File: src/rtl/hsv_core_pkg.sv
// Shared core types for the memory unit: address-stage transactions, uop metadata,
// response records, trap cause codes and load-data extraction.
package hsv_core_pkg;

  typedef enum logic [1:0] {
    MEM_BYTE = 2'd0,
    MEM_HALF = 2'd1,
    MEM_WORD = 2'd2
  } mem_size_t;

  typedef struct packed {
    logic [4:0]  rd;
    logic [31:0] pc;
    mem_size_t   size;
    logic        sign_extend;
  } mem_data_t;

  typedef struct packed {
    mem_data_t   mem_data;
    logic [31:0] address;
    logic [1:0]  read_shift;
    logic        is_memory;
    logic        is_write;
    logic        unaligned_address;
  } read_write_t;

  typedef struct packed {
    logic [31:0] result;
    mem_data_t   mem_data;
    logic        trap;
    logic [3:0]  cause;
    logic [31:0] tval;
  } mem_resp_t;

  localparam logic [3:0] EXC_LOAD_MISALIGNED  = 4'd4;
  localparam logic [3:0] EXC_LOAD_FAULT       = 4'd5;
  localparam logic [3:0] EXC_STORE_MISALIGNED = 4'd6;
  localparam logic [3:0] EXC_STORE_FAULT      = 4'd7;

  localparam logic [1:0] AXI_RESP_OKAY = 2'b00;

  // Shift the addressed byte lane down to bit 0, then zero/sign extend by access size.
  function automatic logic [31:0] extend_load(input logic [31:0] rdata,
                                              input logic [1:0]  shift,
                                              input mem_size_t   size,
                                              input logic        sext);
    logic [31:0] s;
    s = rdata >> {shift, 3'b000};
    case (size)
      MEM_BYTE: extend_load = {{24{sext & s[7]}}, s[7:0]};
      MEM_HALF: extend_load = {{16{sext & s[15]}}, s[15:0]};
      default:  extend_load = s;
    endcase
  endfunction

endpackage

File: src/rtl/hsv_core_mem_response_queue.sv
// In-order FIFO of outstanding address-stage transactions; a full flag separates
// full from empty when the wrapping pointers coincide.
module hsv_core_mem_response_queue
  import hsv_core_pkg::*;
#(
  parameter int Depth = 4
) (
  input  logic        clk_core,
  input  logic        rst_core,
  input  logic        flush,
  input  logic        push,
  input  read_write_t push_data,
  input  logic        pop,
  output read_write_t head,
  output logic        full,
  output logic        empty
);

  localparam int PtrW = $clog2(Depth);

  read_write_t           mem [Depth];
  logic [PtrW-1:0]       wptr;
  logic [PtrW-1:0]       rptr;
  logic                  do_push;
  logic                  do_pop;

  assign empty   = (wptr == rptr) && !full;
  assign do_push = push && !full;
  assign do_pop  = pop && !empty;
  assign head    = mem[rptr];

  always_ff @(posedge clk_core) begin
    if (rst_core || flush) begin
      wptr <= '0;
      rptr <= '0;
      full <= 1'b0;
    end else begin
      if (do_push) wptr <= wptr + PtrW'(1);
      if (do_pop)  rptr <= rptr + PtrW'(1);
      if (do_push && !do_pop)
        full <= ((wptr + PtrW'(1)) == rptr);
      else if (do_pop && !do_push)
        full <= 1'b0;
    end
  end

  always_ff @(posedge clk_core) begin
    if (do_push) mem[wptr] <= push_data;
  end

endmodule

File: src/rtl/hsv_core_mem_response.sv
// Memory response stage: matches queued transactions to dmem R/B responses, extracts
// load data, raises faults, and drops responses orphaned by a flush.
module hsv_core_mem_response
  import hsv_core_pkg::*;
#(
  parameter int QueueDepth  = 4,
  parameter int MaxInflight = 8
) (
  input  logic        clk_core,
  input  logic        rst_core,
  input  logic        flush,
  input  read_write_t transaction,
  input  logic        response_valid_i,
  output logic        response_stall_o,
  input  logic        req_issued_i,
  input  logic        mem_rvalid,
  input  logic [31:0] mem_rdata,
  input  logic [1:0]  mem_rresp,
  output logic        mem_rready,
  input  logic        mem_bvalid,
  input  logic [1:0]  mem_bresp,
  output logic        mem_bready,
  input  logic        commit_stall,
  output logic        valid_o,
  output logic [31:0] result_o,
  output mem_data_t   mem_data_o,
  output logic        trap_o,
  output logic [3:0]  trap_cause_o,
  output logic [31:0] trap_value_o
);

  localparam int CntW = $clog2(MaxInflight + 1);

  read_write_t     head;
  logic            q_full;
  logic            q_empty;
  logic            push;
  logic            pop;
  logic            head_trap_only;
  logic            head_read;
  logic            head_write;
  logic            out_valid;
  logic            out_can_load;
  logic            discarding;
  logic            r_accept;
  logic            b_accept;
  mem_resp_t       out_q;
  mem_resp_t       out_d;
  logic [CntW-1:0] inflight_cnt;
  logic [CntW-1:0] discard_cnt;
  logic [CntW-1:0] discard_dec;
  logic [CntW-1:0] discard_nxt;
  logic [CntW:0]   inflight_sum;
  logic            unused_addr_lsb;

  hsv_core_mem_response_queue #(.Depth(QueueDepth)) u_queue (
    .clk_core  (clk_core),
    .rst_core  (rst_core),
    .flush     (flush),
    .push      (push),
    .push_data (transaction),
    .pop       (pop),
    .head      (head),
    .full      (q_full),
    .empty     (q_empty)
  );

  assign response_stall_o = q_full;
  assign push             = response_valid_i && !q_full && !flush;

  assign head_trap_only = !q_empty && (head.unaligned_address || !head.is_memory);
  assign head_read      = !q_empty && !head_trap_only && !head.is_write;
  assign head_write     = !q_empty && !head_trap_only && head.is_write;

  assign out_can_load = !out_valid || !commit_stall;
  assign discarding   = (discard_cnt != '0);

  assign mem_rready = discarding || (head_read && out_can_load);
  assign mem_bready = discarding || (head_write && out_can_load);
  assign r_accept   = mem_rvalid && mem_rready;
  assign b_accept   = mem_bvalid && mem_bready;

  // Trap-only heads never touch the bus, so they may retire even while discarding.
  assign pop = !flush && out_can_load &&
               (head_trap_only ||
                (!discarding && ((head_read && mem_rvalid) || (head_write && mem_bvalid))));

  always_comb begin
    out_d          = '0;
    out_d.mem_data = head.mem_data;
    out_d.tval     = {head.address[31:2], head.read_shift};
    if (head.unaligned_address) begin
      out_d.trap  = 1'b1;
      out_d.cause = head.is_write ? EXC_STORE_MISALIGNED : EXC_LOAD_MISALIGNED;
    end else if (!head.is_memory) begin
      out_d.trap  = 1'b1;
      out_d.cause = head.is_write ? EXC_STORE_FAULT : EXC_LOAD_FAULT;
    end else if (head.is_write) begin
      if (mem_bresp != AXI_RESP_OKAY) begin
        out_d.trap  = 1'b1;
        out_d.cause = EXC_STORE_FAULT;
      end
    end else if (mem_rresp != AXI_RESP_OKAY) begin
      out_d.trap  = 1'b1;
      out_d.cause = EXC_LOAD_FAULT;
    end else begin
      out_d.result = extend_load(mem_rdata, head.read_shift,
                                 head.mem_data.size, head.mem_data.sign_extend);
    end
  end

  always_ff @(posedge clk_core) begin
    if (rst_core) begin
      out_valid <= 1'b0;
      out_q     <= '0;
    end else if (flush) begin
      out_valid <= 1'b0;
    end else if (out_can_load) begin
      out_valid <= pop;
      if (pop) out_q <= out_d;
    end
  end

  assign valid_o      = out_valid;
  assign result_o     = out_q.result;
  assign mem_data_o   = out_q.mem_data;
  assign trap_o       = out_valid && out_q.trap;
  assign trap_cause_o = out_q.cause;
  assign trap_value_o = out_q.tval;

  always_comb begin
    inflight_sum = {1'b0, inflight_cnt} + (CntW+1)'(req_issued_i)
                   - (CntW+1)'(r_accept) - (CntW+1)'(b_accept);
    discard_dec  = CntW'(r_accept) + CntW'(b_accept);
    discard_nxt  = (discard_cnt > discard_dec) ? (discard_cnt - discard_dec) : '0;
  end

  // On flush every response still owed by the bus belongs to a squashed transaction.
  always_ff @(posedge clk_core) begin
    if (rst_core) begin
      inflight_cnt <= '0;
      discard_cnt  <= '0;
    end else begin
      inflight_cnt <= inflight_sum[CntW-1:0];
      if (flush)
        discard_cnt <= inflight_sum[CntW-1:0];
      else if (discarding)
        discard_cnt <= discard_nxt;
    end
  end

  always_ff @(posedge clk_core) begin
    if (!rst_core) assert (inflight_sum <= (CntW+1)'(MaxInflight));
  end

  assign unused_addr_lsb = ^head.address[1:0];

endmodule

File: config.mk
export PLATFORM = sky130hd
export DESIGN_NAME = hsv_core_mem_response
export DESIGN_NICKNAME = d
export VERILOG_FILES = /design/src/rtl/hsv_core_pkg.sv /design/src/rtl/hsv_core_mem_response_queue.sv /design/src/rtl/hsv_core_mem_response.sv
export SDC_FILE = /design/constraint.sdc
export NUM_CORES = 1
export LEC_CHECK = 0
export BUFFER_PORTS_ARGS = -buffer_cell sky130_fd_sc_hd__buf_2
export CORE_ASPECT_RATIO = 1.2
export CORE_MARGIN = 1.5
export CORE_UTILIZATION = 40
export DETAILED_ROUTE_END_ITERATION = 10
export MAX_ROUTING_LAYER = met4
export PLACE_DENSITY = 0.6
export SKIP_CTS_REPAIR_TIMING = 1
export SYNTH_ARGS = -nofsm -noshare
export SYNTH_HDL_FRONTEND = slang
export SYNTH_SLANG_ARGS = --single-unit
File: constraint.sdc
create_clock -name clk_core -period 4.3 [get_ports clk_core]
set_input_delay 0.215 -clock clk_core [delete_from_list [all_inputs] [get_ports clk_core]]
set_output_delay 0.215 -clock clk_core [all_outputs]
set_load 0.1 [all_outputs]
==> reports/results.txt, run 1 <==
Status - complete, no violations
P&R area growth vs syn - 24.4%
Grt total ovfl - 0
Max-cap violations - 0
Most used DFF post-synth - edfxtp_1
Asr flop ratio synth - 0%
Total die area - 0.0413 sq mm
Final Slew Violations - 0
Final Hold Fails - 0
R2R Path End - discard_cnt[0]$_SDFFE_PP0P_
All-layer global routing usage - 18.0%
Fin crit period - 3.63 ns
Crit path kind - flop to flop
Top Ports - 234
Setup Total Neg Slack - 0 ns
Port bufs - 230
Slew margin rel. - 35.7%
Critical Path RT - 4.71 ns
Post-route DRC - 0
Core footprint - 0.0396 sq mm
Syn nets - 1159
First-pass GRT wire length - 54500 um
Vias per cell - 5.02
Number of synthesized register bits - 423
Antenna-violating nets left - 0
H-tree depth - 2
Diodes inserted - 0
Final WL - 36600 um
Post-place setup slack - 0.654 ns
Worst Hold Slack - 0.0708 ns
Post-Synthesis Mean Instance Area - 15.7 sq um
Worst R2R Setup Slack - 0.67 ns
Worst Tran Pin Value - 0.963 ns
FP Rows - 80
Synthesized netlist cell count - 1023
Drt first pass iters - 5
Worst setup EP type - flop
CTS buffer count - 42
Final-stage net count - 1470
Setup crit start kind - flop
RSZ-0062 raised after global routing - false
Max IR drop VDD - 0.000328 V
Final Setup Violations - 0
Yosys Warn Count - 0
Hold Path Class - primary input to flop
Worst Reg-to-Reg Cells - 15
Crit path DAT - 4.04 ns
CTS max path bufs - 3
CTS tree - yes
Clk pin slew, worst setup/hold paths - 0.06 ns
Initial core utilization - 40.5%
Clock Latency Late Sink - 0.55 ns
Most common cell after layout, fill and taps aside - edfxtp_1
Die height - 222 um
Post-DP HPWL - 21800 um
Final Wtd Congestion - 0.775
Power Density - 465 mW/mm^2
Number of synthesized flops with an enable pin - 300
Crit-path max FO - 5
Most frequent cells in the layout - edfxtp_1, buf_2, nand2_1, dfxtp_1, a21oi_1
Lkg Pwr - 7.15 nW
Synth unique cells - 49
Fmax - 0.275 GHz
Vias - 9545
Root Buffer - clkbuf_16
DIE WIDTH - 186 um
Worst Setup Slack, final - 0.668 ns
Detailed router's first-iteration violation count - 482
Sinks on Clock Net - 423
Sequential share of the synthesized area - 71.5%
Worst setup path end - discard_cnt[0]$_SDFFE_PP0P_
Vias in the first global route - 9449
Mapped Area - 0.0160 sq mm
Crit share post-route - 84.5%
Largest net degree at the start of global routing - 56
Initial antenna violation count - 0
Worst Clk Skew - 0.0229 ns
WL/cell - 19.3 um
Fraction of layout cells with a size suffix above 1 - 29.7%
Hold_sp - flush
-- per-layer routing --
metal	global-route usage [%]	wire length [um]	share of wire, %
met1	21.7	15300	42
met2	30.3	18700	51
met3	3.49	1690	4.6
met4	5.98	960	2.6
met5	-	0	0
-- worst max-delay path: stages, from the launching register on --
cell,delay (ns)
dfxtp_4,0.39
mux4_2,0.54
nand2b_1,0.21
nand3b_1,0.25
o21ai_2,0.16
and2_1,0.20
inv_1,0.06
ha_1,0.27
ha_1,0.14
inv_1,0.07
fa_1,0.44
a21boi_0,0.15
o31ai_1,0.37
nor3_1,0.10
a21oi_1,0.14
nor2_1,0.05
-- worst min-delay path by stage --
stage | slack, ns | endpoint | cells past startpoint
finish | 0.07 | discard_cnt[3]$_SDFFE_PP0P_ | 2
global route | 0.07 | result_o[23]$_SDFFE_PP0P_ | 3
CTS | -0.15 | u_queue.mem[2][16]$_DFFE_PP_ | 1
detailed placement | 0.43 | u_queue.mem[0][23]$_DFFE_PP_ | 1
global placement | 0.43 | u_queue.mem[2][68]$_DFFE_PP_ | 1
floorplan | 0.31 | u_queue.mem[0][0]$_DFFE_PP_ | 0
-- logic make-up after synthesis --
group | share of synthesized area (%)
XOR/XNOR | 0.437
adder cells (fa/ha/maj) | 1.31
AND/OR/NAND/NOR | 6.93
AO/OA/AOI/OAI | 5.60
other | 0.0234
multiplexers | 11.9
flip-flops | 71.5
buffers and inverters | 2.34
-- state kept, by name, indices dropped and copies added, names as in the netlist, 2 cells and up, named ones only --
name and cells:
u_queue.wptr 2, u_queue.rptr 2, result_o 32, trap_value_o 32, discard_cnt 4, u_queue.mem 300
mem_data_o 40, inflight_cnt 4, trap_cause_o 2
-- cell type report --
class                           instances  area, sq um
Tap cell                              533          667
Clock buffer                           58         1210
Clock inverter                         20          184
Sequential cell                       423        11500
Fill cell                            3420        19700
Timing Repair Buffer                  328         2150
Inverter                               15         57.6
Multi-Input combinational cell        524         4220
-- metrics by stage --
step	instance area [sq um]	utilization [%]	total power [W]	std cells
floorplan	16000	-	0.00540	1023
global placement	17700	44.7	0.00566	1739
detailed placement	17700	44.7	0.00567	1739
CTS	19100	48.2	0.00933	1817
global route	20000	50.4	0.00965	1901
finish	20000	50.4	0.00928	1901
-- synthesized netlist by cell type, types with 8 or more instances --
master    count  area share, %
ha_1         12           0.94
dfxtp_1     123             15
mux4_2       75             11
nand2_1     174            4.1
a211oi_1     11           0.51
o21ai_0      11           0.34
buf_2        15           0.47
a22oi_1      16           0.75
nor2b_1      11           0.43
edfxtp_1    300             56
o211ai_1      8           0.37
inv_1        14           0.33
buf_6         9           0.63
nor2_1       30           0.70
a21oi_1      90            2.8
mux2i_1      19            1.2
clkbuf_1     31           0.73
-- report_power, final --
group	leakage [nW]	internal, W	switching, W	total (W)
Sequential	3.72	0.00446	0.0000464	0.00451
Combinational	2.74	0.000364	0.000766	0.00113
Clock	0.691	0.00211	0.00153	0.00364
Total	7.15	0.00693	0.00234	0.00928
No activity file was read; power rests on OpenSTA's default activity.
==> run 2, diff against run 1 <==
Clock period 4.3 ns to 3.6 ns, I/O delays scaled along.
==> reports/results.txt, run 2 (synthesized netlist as in run 1, its figures left out) <==
Post-DP HPWL - 22100 um (was 21800 um)
Fraction of layout cells with a size suffix above 1 - 30.8% (was 29.7%)
Drt first pass iters - 4 (was 5)
Grt total ovfl - 0 (unchanged)
Status - finished, violations left (was complete, no violations)
First-pass GRT wire length - 54800 um (was 54500 um)
Placed insts - 1749 (was 1739)
Worst Clk Skew - 0.0115 ns (was 0.0229 ns)
Largest net degree at the start of global routing - 76 (was 56)
Non-filler cells, final - 1912 (was 1901)
Sinks on Clock Net - 423 (unchanged)
Core footprint - 0.0396 sq mm (unchanged)
CTS max path bufs - 3 (unchanged)
Worst path cell trace - mux4_2, nand2b_4, nand3b_1, o21ai_4, and2_4, inv_2, ha_4, ha_4, inv_2, fa_2, a21boi_2, o31ai_4, nor3b_1, a21oi_1, nor2_1 (was mux4_2, nand2b_1, nand3b_1, o21ai_2, and2_1, inv_1, ha_1, ha_1, inv_1, fa_1, a21boi_0, o31ai_1, nor3_1, a21oi_1, nor2_1)
Filler cells - 3398 (was 3420)
Setup crit start kind - flop (unchanged)
CTS buffer count - 42 (unchanged)
Final Slew Violations - 0 (unchanged)
Max-cap violations - 0 (unchanged)
Tot Pwr - 0.0113 W (was 0.00928 W)
Worst Tran Pin Value - 0.978 ns (was 0.963 ns)
Setup Total Neg Slack - 0 ns (unchanged)
Vias - 9543 (was 9545)
Crit path buf inv count - 2 (unchanged)
Clk pin slew, worst setup/hold paths - 0.07 ns (was 0.06 ns)
Hold Path Class - primary input to flop (unchanged)
Area after DPL - 0.0179 sq mm (was 0.0177 sq mm)
Hold_sp - rst_core (was flush)
Top delay family on crit path - simple AND/OR/NAND/NOR gates (was adder cells)
Hold Path Depth - 2 (unchanged)
Final Setup Violations - 0 (unchanged)
Diodes inserted - 0 (unchanged)
Top Ports - 234 (unchanged)
Crit-path max FO - 5 (unchanged)
Initial core utilization - 40.5% (unchanged)
Root Buffer - clkbuf_16 (unchanged)
Crit share post-route - 93.6% (was 84.5%)
Die height - 222 um (unchanged)
Largest Register - u_queue.mem (unchanged)
Worst Hold Slack - -0.00302 ns (was 0.0708 ns)
Most common cell after layout, fill and taps aside - edfxtp_1 (unchanged)
Port bufs - 230 (unchanged)
RSZ-0062 raised after global routing - false (unchanged)
DIE WIDTH - 186 um (unchanged)
Initial antenna violation count - 0 (unchanged)
Post-place setup slack - 0.149 ns (was 0.654 ns)
Final WL - 36200 um (was 36600 um)
H-tree depth - 2 (unchanged)
Most frequent cells in the layout - edfxtp_1, buf_2, nand2_1, dfxtp_1, a21oi_1 (unchanged)
Worst Reg-to-Reg Cells - 15 (unchanged)
CTS tree - yes (unchanged)
Vias per cell - 4.99 (was 5.02)
Post-route DRC - 0 (unchanged)
Crit path DAT - 3.79 ns (was 4.04 ns)
Cell area after layout - 0.0202 sq mm (was 0.0200 sq mm)
Final Hold Fails - 1 (was 0)
Failing checks - hold timing
Lkg Pwr - 7.22 nW (was 7.15 nW)
Power Density - 561 mW/mm^2 (was 465 mW/mm^2)
Clock Latency Late Sink - 0.53 ns (was 0.55 ns)
Vias in the first global route - 9539 (was 9449)
Final Wtd Congestion - 0.786 (was 0.775)
Max IR drop VDD - 0.000389 V (was 0.000328 V)
P&R area growth vs syn - 25.8% (was 24.4%)
Fin crit period - 3.37 ns (was 3.63 ns)
Worst setup EP type - flop (unchanged)
Total die area - 0.0413 sq mm (unchanged)
WL/cell - 19.0 um (was 19.3 um)
Detailed router's first-iteration violation count - 449 (was 482)
Final-stage net count - 1481 (was 1470)
Crit path kind - flop to flop (unchanged)
FP Rows - 80 (unchanged)
Max reg flops - 300 (unchanged)
All-layer global routing usage - 18.1% (was 18.0%)
Antenna-violating nets left - 0 (unchanged)
Fmax - 0.297 GHz (was 0.275 GHz)
Slew margin rel. - 34.8% (was 35.7%)
Critical Path Stages - 15 (unchanged)
Worst Setup Slack, final - 0.230 ns (was 0.668 ns)
Crit-path slowest cell - mux4_2 (unchanged)
Critical Path RT - 4.02 ns (was 4.71 ns)
Crit-path max cell delay - 0.53 ns (was 0.54 ns)
run 2: cell types whose count changed in the layout (fill, tap and decap cells not counted), moves of 2 or more:
cell	delta
clkinv_8	-2
clkbuf_4	-2
clkinvlp_4	+2
clkinv_2	-7
buf_4	+10
ha_1	-3
ha_4	+2
o21ai_2	-2
clkinv_4	-2
inv_1	-2
o21ai_4	+2
clkbuf_1	+4
inv_2	+2
clkbuf_8	+3
run 2: final timing paths:
| kind | endpoint | slack, ns |
|---|---|---|
| worst max register to register | discard_cnt[1]$_SDFFE_PP0P_ | 0.23 |
| worst min-delay path | discard_cnt[1]$_SDFFE_PP0P_ | -0.003 |
| worst max-delay path | discard_cnt[1]$_SDFFE_PP0P_ | 0.23 |
| worst min register to register | trap_value_o[6]$_SDFFE_PP0P_ | 0.45 |
run 2: report_power, final:
group          internal, W  switching [W]  leakage [nW]
clock              0.00267        0.00178         0.691
combinational     0.000521       0.000961          2.81
sequential         0.00533      0.0000625          3.72
total              0.00852        0.00280          7.22
run 2: per-layer routing:
metal	share of wire (%)	wire length (um)	track usage, %	vias to the layer above
met2	52	18700	31.2	219
met3	5.0	1820	3.43	37
met4	1.5	533	3.77	0
met5	0	0	-	-
met1	42	15200	22.0	4778
li1	-	-	-	4509
run 2: area by class of cell:
cell class / instances / area [sq um] / share of cell area, %
Clock buffer: 64 / 1280 / 6.33
Sequential cell: 423 / 11500 / 56.9
Clock inverter: 14 / 154 / 0.763
Inverter: 15 / 57.6 / 0.285
Timing Repair Buffer: 339 / 2240 / 11.1
Tap cell: 533 / 667 / 3.31
Multi-Input combinational cell: 524 / 4300 / 21.3
run 2: worst register-to-register path, delay by kind of cell, from the launching register on:
family | cells | cell delay [ns]
AOI/OAI and AO/OA | 4 | 0.76
adders and majority gates | 3 | 0.72
buffers and inverters | 2 | 0.09
DFF | 1 | 0.38
muxes | 1 | 0.54
and+or+nand+nor | 5 | 0.77
run 2: per-stage QoR:
| step | util (%) | hold slack [ns] |
|---|---|---|
| finish | 50.9 | -0.00302 |
| global route | 50.9 | 0.00297 |
| CTS | 48.7 | -0.163 |
| detailed placement | 45.1 | 0.397 |
| global placement | 45.1 | 0.393 |
| floorplan | - | 0.279 |
==> run 3, diff against run 2 <==
Settings changed: CORE_ASPECT_RATIO 1.2 to not set, CTS_BUF_LIST set to sky130_fd_sc_hd__clkbuf_2 sky130_fd_sc_hd__clkbuf_4 sky130_fd_sc_hd__clkbuf_8, PLACE_DENSITY 0.6 to 0.63.
Clock period 3.6 ns to 3.1 ns, I/O delays scaled along.
==> reports/results.txt, run 3 (synthesized netlist as in run 1, its figures left out) <==
Lkg Pwr - 7.47 nW (was 7.22 nW)
Die height - 203 um (was 222 um)
Max-cap violations - 0 (unchanged)
Clock Latency Late Sink - 0.60 ns (was 0.53 ns)
P&R area growth vs syn - 27.9% (was 25.8%)
Worst Hold Slack - -0.00295 ns (was -0.00302 ns)
Placed insts - 1754 (was 1749)
WL/cell - 18.9 um (was 19.0 um)
Final Wtd Congestion - 0.873 (was 0.786)
Worst Clk Skew - 0.0273 ns (was 0.0115 ns)
Critical Path RT - 3.57 ns (was 4.02 ns)
Diodes inserted - 0 (unchanged)
Switch Pwr - 0.00337 W (was 0.00280 W)
Core footprint - 0.0396 sq mm (about the same)
Antenna-violating nets left - 0 (unchanged)
Final WL - 37400 um (was 36200 um)
Clock network power share - 37.8% (was 39.3%)
Most common cell after layout, fill and taps aside - edfxtp_1 (unchanged)
Final Setup Violations - 6 (was 0)
CTS tree - yes (unchanged)
Fin crit period - 3.29 ns (was 3.37 ns)
Status - finished, violations left (unchanged)
Initial antenna violation count - 0 (unchanged)
Root Buffer - clkbuf_8 (was clkbuf_16)
All-layer global routing usage - 18.6% (was 18.1%)
Internal power - 0.00995 W (was 0.00852 W)
Crit-path max FO - 4 (was 5)
Power Density - 650 mW/mm^2 (was 561 mW/mm^2)
First-pass GRT wire length - 56200 um (was 54800 um)
Fmax - 0.304 GHz (was 0.297 GHz)
Sinks on Clock Net - 423 (unchanged)
Vias per cell - 4.99 (about the same)
Failing checks - hold timing, setup timing (was hold timing)
Tot Pwr - 0.0133 W (was 0.0113 W)
Post-route DRC - 0 (unchanged)
Setup crit start kind - flop (unchanged)
Grt total ovfl - 0 (unchanged)
Largest net degree at the start of global routing - 57 (was 76)
Drt first pass iters - 5 (was 4)
Sequential power share - 47.0% (was 47.6%)
Crit path DAT - 3.76 ns (was 3.79 ns)
Final Slew Violations - 0 (unchanged)
Crit path kind - flop to flop (unchanged)
CTS buffer count - 70 (was 42)
FP Rows - 73 (was 80)
Most frequent cells in the layout - edfxtp_1, buf_2, nand2_1, dfxtp_1, dlygate4sd3_1 (was edfxtp_1, buf_2, nand2_1, dfxtp_1, a21oi_1)
CTS max path bufs - 3 (unchanged)
Initial core utilization - 40.5% (about the same)
Hold Path Depth - 5 (was 2)
Clk pin slew, worst setup/hold paths - 0.06 ns (was 0.07 ns)
Detailed router's first-iteration violation count - 551 (was 449)
RSZ-0062 raised after global routing - true (was false)
Slew margin rel. - 46.2% (was 34.8%)
DIE WIDTH - 203 um (was 186 um)
Final-stage net count - 1538 (was 1481)
Top Ports - 234 (unchanged)
Comb power frac - 15.2% (was 13.1%)
Total die area - 0.0413 sq mm (about the same)
Largest Register - u_queue.mem (unchanged)
Fraction of layout cells with a size suffix above 1 - 34.4% (was 30.8%)
Port bufs - 230 (unchanged)
Worst Setup Slack, final - -0.190 ns (was 0.230 ns)
Worst Reg-to-Reg Cells - 15 (unchanged)
Max IR drop VDD - 0.000393 V (was 0.000389 V)
Vias in the first global route - 9886 (was 9539)
Vias - 9883 (was 9543)
Post-DP HPWL - 22500 um (was 22100 um)
H-tree depth - 3 (was 2)
Net Sw Frac - 25.3% (was 24.7%)
Final Hold Fails - 1 (unchanged)
Crit share post-route - 106% (was 93.6%)
Worst Tran Pin Value - 0.801 ns (was 0.978 ns)
Max reg flops - 300 (unchanged)
Worst setup EP type - flop (unchanged)
Non-filler cells, final - 1980 (was 1912)
Hold Path Class - primary input to flop (unchanged)
-- run 3: cell types whose count changed in the layout (fill, tap and decap cells not counted), sizes merged --
cell | before | now
clkbuf | 64 | 107
dlygate4sd3 | 84 | 94
clkinv | 7 | 16
buf | 255 | 274
inv | 15 | 14
clkinvlp | 4 | 0
-- run 3: power groups by stage --
stage | combinational (W) | sequential, W | clock [W]
finish | 0.00202 | 0.00626 | 0.00504
detailed placement | 0.00180 | 0.00638 | 0
global route | 0.00218 | 0.00627 | 0.00541
floorplan | 0.000957 | 0.00666 | 0
CTS | 0.00181 | 0.00626 | 0.00519
global placement | 0.00178 | 0.00637 | 0
-- run 3: final timing paths --
path	from	slack, ns	end
min	mem_rdata[12]	-0.003	result_o[4]$_SDFFE_PP0P_
max	flop	-0.19	discard_cnt[1]$_SDFFE_PP0P_
min reg2reg	trap_value_o[18]$_SDFFE_PP0P_	0.45	trap_value_o[18]$_SDFFE_PP0P_
max reg2reg	flop	-0.19	discard_cnt[1]$_SDFFE_PP0P_
-- run 3: layer usage --
layer / wire length, um / vias to the layer above / GRT usage [%]
met2: 18500 / 309 / 30.3
met4: 719 / 0 / 7.06
met3: 2480 / 54 / 4.79
met5: 0 / - / -
li1: - / 4625 / -
met1: 15600 / 4895 / 22.3
-- run 3: layout make-up --
class | count | area, sq um
fill | 3394 | 19100
sequential | 423 | 11500
multi-input combinational | 524 | 4320
timing repair buffer | 368 | 2530
clock buffer | 107 | 1310
tap | 525 | 657
clock inverter | 18 | 154
inverter | 15 | 57.6
-- run 3: critical path, cell delays in order (launching register included) --
cell and delay (ns):
dfxtp_4 0.36, mux4_2 0.50, nand2b_4 0.16, nand3b_1 0.27, o21ai_4 0.19, and2_4 0.18, inv_2 0.04, ha_4 0.26
ha_4 0.11, inv_2 0.04, fa_2 0.36, a21boi_4 0.15, o31ai_4 0.23, nor3b_1 0.09, a21oi_1 0.13, nor2_1 0.06
-- run 3: metrics by stage --
| step | worst slack [ns] | setup TNS (ns) | area (sq um) | utilization [%] |
|---|---|---|---|---|
| 4_1_cts | -0.299 | -1.25 | 19500 | 49.2 |
| 3_5_place_dp | -0.281 | -1.18 | 18000 | 45.5 |
| 2_1_floorplan | -0.760 | -4.35 | 16100 | - |
| 3_3_place_gp | -0.224 | -0.918 | 18000 | 45.5 |
| 6_report | -0.190 | -0.835 | 20500 | 51.8 |
| 5_1_grt | -0.317 | -1.56 | 20500 | 51.8 |
